==> config.mk <==
export PLATFORM = sky130hd
export DESIGN_NAME = uart_tx_feeder
export DESIGN_NICKNAME = d
export VERILOG_FILES = /design/src/rtl/uart_pkg.sv /design/src/rtl/byte_fifo.sv /design/src/rtl/uart_tx_feeder.sv
export SDC_FILE = /design/constraint.sdc
export NUM_CORES = 1
export LEC_CHECK = 0
export ABC_AREA = 1
export ABC_CLOCK_PERIOD_IN_PS = 2700
export CORE_MARGIN = 1.5
export CORE_UTILIZATION = 55
export CTS_CLUSTER_DIAMETER = 200
export DETAILED_ROUTE_END_ITERATION = 7
export GPL_TIMING_DRIVEN = 0
export PLACE_DENSITY = 0.81
export SLEW_MARGIN = 0
export SYNTH_ARGS = -nofsm -noshare
export SYNTH_HDL_FRONTEND = slang
export SYNTH_SLANG_ARGS = --single-unit
==> constraint.sdc <==
create_clock -name input_clk -period 2.7 [get_ports input_clk]
set_input_delay 0.54 -clock input_clk [delete_from_list [all_inputs] [get_ports input_clk]]
set_output_delay 0.54 -clock input_clk [all_outputs]
set_load 0.1 [all_outputs]
==> src/rtl/uart_pkg.sv <==
// Shared types and constants for the UART transmit path.
package uart_pkg;

    typedef enum logic [1:0] {IDLE, LOAD, HOLD, DRAIN} feeder_state_t;

    typedef logic [7:0] uart_byte_t;

    localparam int unsigned UART_BAUD_DIV    = 5208;
    // Hold a request for two baud periods so at least one full baud tick falls inside it.
    localparam int unsigned UART_HOLD_CYCLES = 2 * UART_BAUD_DIV;

endpackage

==> src/rtl/byte_fifo.sv <==
// Circular byte FIFO with sticky overflow flag and synchronous flush.
module byte_fifo
    import uart_pkg::*;
#(
    parameter int unsigned DEPTH = 16
) (
    input  logic                     input_clk,
    input  logic                     reset,
    input  logic                     flush,
    input  logic                     wr_en,
    input  logic [7:0]               wr_data,
    input  logic                     rd_en,
    output logic [7:0]               rd_data,
    output logic                     full,
    output logic                     empty,
    output logic [$clog2(DEPTH):0]   count,
    output logic                     overflow
);

    localparam int unsigned PtrW = $clog2(DEPTH);
    localparam int unsigned CntW = PtrW + 1;

    uart_byte_t        mem [DEPTH];
    logic [PtrW-1:0]   wr_ptr_q;
    logic [PtrW-1:0]   rd_ptr_q;
    logic [CntW-1:0]   count_q;
    logic              overflow_q;
    logic              push;
    logic              pop;

    // Full is judged before any same-cycle pop, so a push while full is always rejected.
    assign push = wr_en && !full && !flush;
    assign pop  = rd_en && !empty && !flush;

    // Pointer, occupancy and overflow state; flush wins over everything else.
    always_ff @(posedge input_clk or posedge reset) begin
        if (reset) begin
            wr_ptr_q   <= '0;
            rd_ptr_q   <= '0;
            count_q    <= '0;
            overflow_q <= 1'b0;
        end else if (flush) begin
            wr_ptr_q   <= '0;
            rd_ptr_q   <= '0;
            count_q    <= '0;
            overflow_q <= 1'b0;
        end else begin
            if (push) begin
                wr_ptr_q <= wr_ptr_q + PtrW'(1);
            end
            if (pop) begin
                rd_ptr_q <= rd_ptr_q + PtrW'(1);
            end
            case ({push, pop})
                2'b10:   count_q <= count_q + CntW'(1);
                2'b01:   count_q <= count_q - CntW'(1);
                default: count_q <= count_q;
            endcase
            if (wr_en && full) begin
                overflow_q <= 1'b1;
            end
        end
    end

    // Storage array, left unreset so it can map onto RAM.
    always_ff @(posedge input_clk) begin
        if (push) begin
            mem[wr_ptr_q] <= wr_data;
        end
    end

    assign rd_data  = mem[rd_ptr_q];
    assign full     = (count_q == CntW'(DEPTH));
    assign empty    = (count_q == '0);
    assign count    = count_q;
    assign overflow = overflow_q;

endmodule

==> src/rtl/uart_tx_feeder.sv <==
// Pops bytes from the FIFO and hands each to the UART transmitter with a timed request.
module uart_tx_feeder
    import uart_pkg::*;
#(
    parameter int unsigned DEPTH       = 16,
    parameter int unsigned HOLD_CYCLES = UART_HOLD_CYCLES,
    parameter int unsigned SYNC_STAGES = 2
) (
    input  logic                     input_clk,
    input  logic                     reset,
    input  logic                     flush,
    input  logic                     wr_en,
    input  logic [7:0]               wr_data,
    output logic                     full,
    output logic                     empty,
    output logic [$clog2(DEPTH):0]   count,
    output logic                     overflow,
    output logic                     trans_en,
    output logic [7:0]               data_out,
    input  logic                     tx_busy
);

    localparam int unsigned HoldW    = $clog2(HOLD_CYCLES);
    localparam logic [HoldW-1:0] HoldLast = HoldW'(HOLD_CYCLES - 1);

    logic [SYNC_STAGES-1:0] sync_q;
    logic                   tx_busy_s;

    feeder_state_t          state_q, state_d;
    logic [HoldW-1:0]       hold_cnt_q, hold_cnt_d;
    logic                   trans_en_q, trans_en_d;
    uart_byte_t             data_out_q, data_out_d;

    logic                   fifo_pop;
    logic [7:0]             fifo_rd_data;

    byte_fifo #(
        .DEPTH (DEPTH)
    ) u_fifo (
        .input_clk (input_clk),
        .reset     (reset),
        .flush     (flush),
        .wr_en     (wr_en),
        .wr_data   (wr_data),
        .rd_en     (fifo_pop),
        .rd_data   (fifo_rd_data),
        .full      (full),
        .empty     (empty),
        .count     (count),
        .overflow  (overflow)
    );

    // Bring the transmitter's busy flag into this clock domain.
    always_ff @(posedge input_clk or posedge reset) begin
        if (reset) begin
            sync_q <= '0;
        end else begin
            sync_q <= {sync_q[SYNC_STAGES-2:0], tx_busy};
        end
    end

    assign tx_busy_s = sync_q[SYNC_STAGES-1];

    // Hand-off state, hold timer and registered request/data outputs.
    always_ff @(posedge input_clk or posedge reset) begin
        if (reset) begin
            state_q    <= IDLE;
            hold_cnt_q <= '0;
            trans_en_q <= 1'b0;
            data_out_q <= '0;
        end else begin
            state_q    <= state_d;
            hold_cnt_q <= hold_cnt_d;
            trans_en_q <= trans_en_d;
            data_out_q <= data_out_d;
        end
    end

    // Next-state logic; busy is sampled only after the request is released, because
    // while idle the transmitter's busy simply echoes trans_en.
    always_comb begin
        state_d    = state_q;
        hold_cnt_d = hold_cnt_q;
        trans_en_d = trans_en_q;
        data_out_d = data_out_q;
        fifo_pop   = 1'b0;

        if (flush) begin
            state_d    = IDLE;
            trans_en_d = 1'b0;
            hold_cnt_d = '0;
        end else begin
            unique case (state_q)
                IDLE: begin
                    if (!empty && !tx_busy_s) begin
                        state_d = LOAD;
                    end
                end
                LOAD: begin
                    fifo_pop   = 1'b1;
                    data_out_d = fifo_rd_data;
                    hold_cnt_d = HoldLast;
                    trans_en_d = 1'b1;
                    state_d    = HOLD;
                end
                HOLD: begin
                    if (hold_cnt_q == '0) begin
                        trans_en_d = 1'b0;
                        state_d    = DRAIN;
                    end else begin
                        hold_cnt_d = hold_cnt_q - HoldW'(1);
                    end
                end
                DRAIN: begin
                    if (!tx_busy_s) begin
                        state_d = IDLE;
                    end
                end
                default: state_d = IDLE;
            endcase
        end
    end

    assign trans_en = trans_en_q;
    assign data_out = data_out_q;

endmodule

After elaboration in Yosys (flattened, before gate mapping)
Memory sizes are Yosys's and may differ from the RTL's. A register that Yosys moved wholly into a read port is not among the register bits.
Cells that the tools add are included.

cells by class
  bitwise logic cells = 1
  multiplexer cells = 23
  equal/unequal tests = 10
  add/subtract/negate cells = 5
  reduce and logical (&&, ||, !) cells = 22

operators with widths
  cell                                                                   number
  14-bit 2-to-1 mux                                                      2
  14-bit one-hot mux with 2 select lines                                 1
  4-bit 2-to-1 mux                                                       4
  14-bit zero test                                                       1
  14-bit by 1-bit subtractor with 14-bit output, second input constant   1
  3-bit != test, second input constant                                   4
  5-bit one-hot mux with 2 select lines                                  1
  4-bit by 1-bit adder with 4-bit output, second input constant          2
  1-bit 2-to-1 mux                                                       8
  2-bit 2-to-1 mux                                                       4
  2-bit one-hot mux with 4 select lines                                  1
  2-bit equality test, second input constant                             3
  1-bit logical AND                                                      6
  2-bit AND reduction                                                    3
  2-bit nonzero test                                                     3
  3-bit nonzero test                                                     2
  5-bit by 1-bit adder with 5-bit output, second input constant          1
  5-bit equality test, second input constant                             1
  5-bit zero test                                                        1
  5-bit 2-to-1 mux                                                       1
  5-bit by 1-bit subtractor with 5-bit output, second input constant     1
  2-bit by 1-bit equality test with 1-bit output, second input constant  2
  1-bit zero test                                                        4
  3-bit AND reduction                                                    1
  other kinds (3)                                                        3

storage, ports and cells
  bits in registers = 33
  RAM bits = 128
  output and inout port bits = 17
  memories kept = 1

memory list
  name        words  width  rd ports  clocked after Yosys merged registers in  wr ports  RTL line         text
  u_fifo.mem  16     8      1         1                                        1         byte_fifo.sv:23  uart_byte_t mem [DEPTH];

Longest topological paths before layout
  depth in word-level cells = 8
  mapped depth = 18
  mapped depth without buffers = 18

Hierarchy
A second synthesis with hierarchy kept.

second synthesis, totals
  cell total of the unflattened synthesis = 735
  area, all modules = 7693.6 um^2

modules (own cells, without submodules)
  module          times used  area each (um^2)  seq. area each (um^2)  cells an instance
  byte_fifo       1           6200.9            4194.0                 534
  uart_tx_feeder  1           1492.7            675.6                  201

Worst setup path before layout
Ideal clock, no wire load.

  path type = input-to-reg
  start = input port u_fifo.count[0]
  end = register u_fifo.count_q[4] (netlist: u_fifo.count[4])
  setup slack = 0.077 ns
  library setup time = 0.120 ns
  data arrival time = 2.503 ns
  buffers on the path = 0
  cell stages on the path = 15
  cells stage by stage = dfrtp_1 -> nor2_1 -> nand3_1 -> nand3_1 -> nand2_2 -> inv_1 -> ha_1 -> a21oi_1 -> nand3_1 -> nand2_1 -> inv_1 -> nand2_1 -> nand2_1 -> nand2_1 -> nand2_1

between the ends
  longest elaborated chain between the ends = 7

RTL lines
  what                                                                                   RTL line                          text
  start: declaration                                                                     byte_fifo.sv:16                   output logic [$clog2(DEPTH):0] count,
  5-bit equality test or 5-bit zero test (tied branches)                                 byte_fifo.sv:73, byte_fifo.sv:74
  1-bit zero test (on tied branches)                                                     byte_fifo.sv:32, byte_fifo.sv:33
  1-bit logical AND (on tied branches) (2 in series)                                     byte_fifo.sv:32, byte_fifo.sv:33
  2-bit by 1-bit equality test with 1-bit output or 2-bit equality test (tied branches)  byte_fifo.sv:54                   case ({push, pop})
  5-bit one-hot mux with 2 select lines                                                  byte_fifo.sv:54
  5-bit 2-to-1 mux                                                                       byte_fifo.sv:42                   end else if (flush) begin
  end signal: assignment                                                                 byte_fifo.sv:55                   2'b10: count_q <= count_q + CntW'(1);
  end signal: assignment                                                                 byte_fifo.sv:56                   2'b01: count_q <= count_q - CntW'(1);
  end signal: assignment                                                                 byte_fifo.sv:57                   default: count_q <= count_q;
  end: declaration                                                                       byte_fifo.sv:26                   logic [CntW-1:0] count_q;

Several ways; a longest one is shown, not always the timed one.
A chain may end at the register's enable or synchronous reset.

Final worst setup path
  start = input port u_fifo.count[3]
  end = output port count[3]

RTL lines
  what              RTL line              text
  end: declaration  uart_tx_feeder.sv:16  output logic [$clog2(DEPTH):0] count,

No word-level cell between the ends.

==> results.cfg <==
[clocking]
cts_tree = built
clkLatencyLatePin_ps = 430
cts_buffers = 17
cts_num_sinks = 169
clkSlewWorstSetupHoldPaths_ps = 70
h-tree-depth = 4
cts_root_buf = clkbuf_16
cts_buffer_depth = 2

[finish]
layout_common_cells = nand2_1 (232), edfxtp_1 (128), nand3_1 (74), dfrtp_1 (41), inv_1 (37)
antenna_cells = 0
layout_commonest_cell = nand2_1
area_growth_pct = 14.4
drive_gt1_share_pct = 10.5
nets = 789
instances_no_fill = 951

[critical_path]
worst-setup-path-type = reg -> out
path_max_fanout = 4
crit_path_start_kind = flip-flop
cpPeakStageDelay_ps = 1170
path_delay_family = buffers and inverters
crit_chain = clkdlybuf4s50_1
critPathArrivalTime_ps = 2050
critPathSlowestCell = clkdlybuf4s50_1
cp-end-kind = output port
critPathRequiredTime_ps = 2160
worst-path-buf-inv = 1

[logic_synthesis]
ys_warn_count = 0
synthXorXnorAreaFrac_pct = 0.464
synth-seq-cells = 169
synth_area_um2 = 7550
syn_avg_cell_area_um2 = 10.6
seq_area_frac_synth_pct = 64.5
synth_top_family_by_area = simple AND/OR/NAND/NOR gates
synthAdderAreaFrac_pct = 2.42
synth_async_sr_flop_share_pct = 24.3
synth_mux_area_share_pct = 0
yosys.area_share.simple_pct = 22.4
synth-main-ff-cell = edfxtp_1
synth_compound_area_share_pct = 5.92
syn_inst = 714
synth_nets = 741
post_synth_num_cell_types = 37
synth-edff-count = 128

[route]
dr.pass1.iters = 6
vias_per_cell = 5.81
ant_nets = 0
wl_per_cell_um = 18.9
drt_iter0_drc = 728
wl_mm = 18.0
drc = 0
num_vias = 5529

[global_routing]
grt_use_total_pct = 26.6
grt_pass1_vias = 5510
grt_pass1_wl_mm = 28.4
overflow = 0
grt_max_degree = 42
antenna_found_initial = 0

[die]
core_area_um2 = 13300
die_width_um = 120
initial_core_util_pct = 56.8
die_area_um2 = 14400
die_h_um = 120
rows = 42
io_pins = 30

[sta]
finalSetupViolations = 0
setup_ws_ps = 108
layout_min_cycle_time_ps = 2590
finClkSkew_ps = 7.86
worstMarginPinSlew_ps = 999
rsz0062_at_grt = no
relSlewSlack_pct = 33.2
maxSlewViolCount = 0
fmax_mhz = 386
period_share_pct = 96.0
hold_viol = 0

[min_path]
hold_path.class = in -> reg

[power_and_ir_drop]
swShare_pct = 41.2
power_frac_comb_pct = 35.5
p_sw_mw = 3.59
power_mw = 8.72
power.density_nw_per_um2 = 1010
power_leakage_nw = 3.48
ir_drop_uv = 657
p_clk_share_pct = 27.9
internal_power_mw = 5.13
seqPwrFrac_pct = 36.5

[placement]
dp_slack_ps = -22.3
place_inst = 918
hpwl_mm = 11.8
port_buffers = 28
routabilityCongestion = 0.955

[status]
outcome = finished clean

[run]
maxCapViolCount = 0
-- Yosys cell counts (9+ instances only) --
cell,number,area [um^2]
a21oi_1,35,175
buf_2,16,80.1
dfrtp_1,41,1030
edfxtp_1,128,3840
ha_1,13,163
inv_1,38,143
nand2_1,232,871
nand3_1,74,370
nand3b_1,9,67.6
nor2_1,32,120
o21ai_0,25,125
-- routing by layer --
layer	track usage (%)	vias to the layer above	wire length (um)
li1	-	2529	-
met3	5.75	55	1430
met5	0	-	0
met2	45.1	283	9230
met4	11.8	0	678
met1	32.8	2662	6660
-- cell type report --
cell class,count,area [um^2]
clock buffer,18,439
multi-input combinational,475,2360
inverter,45,176
fill,964,4660
timing repair buffer,29,278
clock inverter,14,151
buffer,25,145
sequential,169,4870
tap,176,220
-- logic make-up (layout without fill, tap and decap cells) --
family / after synthesis / count (layout)
buffers and inverters: 70 / 131
AO/OA/AOI/OAI: 80 / 80
AND/OR/NAND/NOR: 377 / 377
adder cells (fa/ha/maj): 14 / 14
flip-flops: 169 / 169
XOR/XNOR: 4 / 4
-- through the flow --
stage	hold WS [ps]	cell area (um^2)	TNS (ps)	utilization, %
global placement	336	8050	0	60.5
finish	378	8640	0	65.0
CTS	373	8640	0	65.0
detailed placement	343	8050	-269	60.5
global route	371	8640	0	65.0
floorplan	331	7550	0	-
-- state kept, by name (all words and copies together) (netlist names) --
| register | cells |
|---|---|
| state_q | 2 |
| trans_en | 1 |
| sync_q | 2 |
| u_fifo.wr_ptr_q | 4 |
| u_fifo.count | 5 |
| u_fifo.rd_ptr_q | 4 |
| data_out | 8 |
| hold_cnt_q | 14 |
| u_fifo.mem | 128 |
| u_fifo.overflow | 1 |
-- path summary, 6_finish.rpt --
path,to,cells after the start,from,slack (ps)
worst max-delay path,count[3],1,u_fifo.count[3]$_DFFE_PP0P_,110
worst min-delay path,u_fifo.overflow$_DFFE_PP0P_,2,flush,380
worst max register to register,u_fifo.count[4]$_DFFE_PP0P_,17,state_q[1]$_DFFE_PP0P_,130
worst min register to register,sync_q[1]$_DFF_PP0_,0,sync_q[0]$_DFF_PP0_,380
max in group asynchronous,hold_cnt_q[3]$_DFFE_PP0P_,2,reset,1490
min in group asynchronous,u_fifo.rd_ptr_q[3]$_DFFE_PP0P_,2,reset,640
-- power groups by stage --
stage	clock network [mW]	logic, mW	registers, mW
finish	2.44	3.10	3.19
global route	2.55	3.32	3.21
CTS	2.44	3.08	3.18
detailed placement	0	3.05	3.23
global placement	0	2.95	3.22
floorplan	0	1.59	3.86
-- what timing repair did --
item	in CTS	in global routing
setup endpoints to repair	2	3
gates resized for setup	4	2
hold buffers	0	0
pin swaps	0	1
buffers inserted	0	1
(Power assumes the default switching activity.)
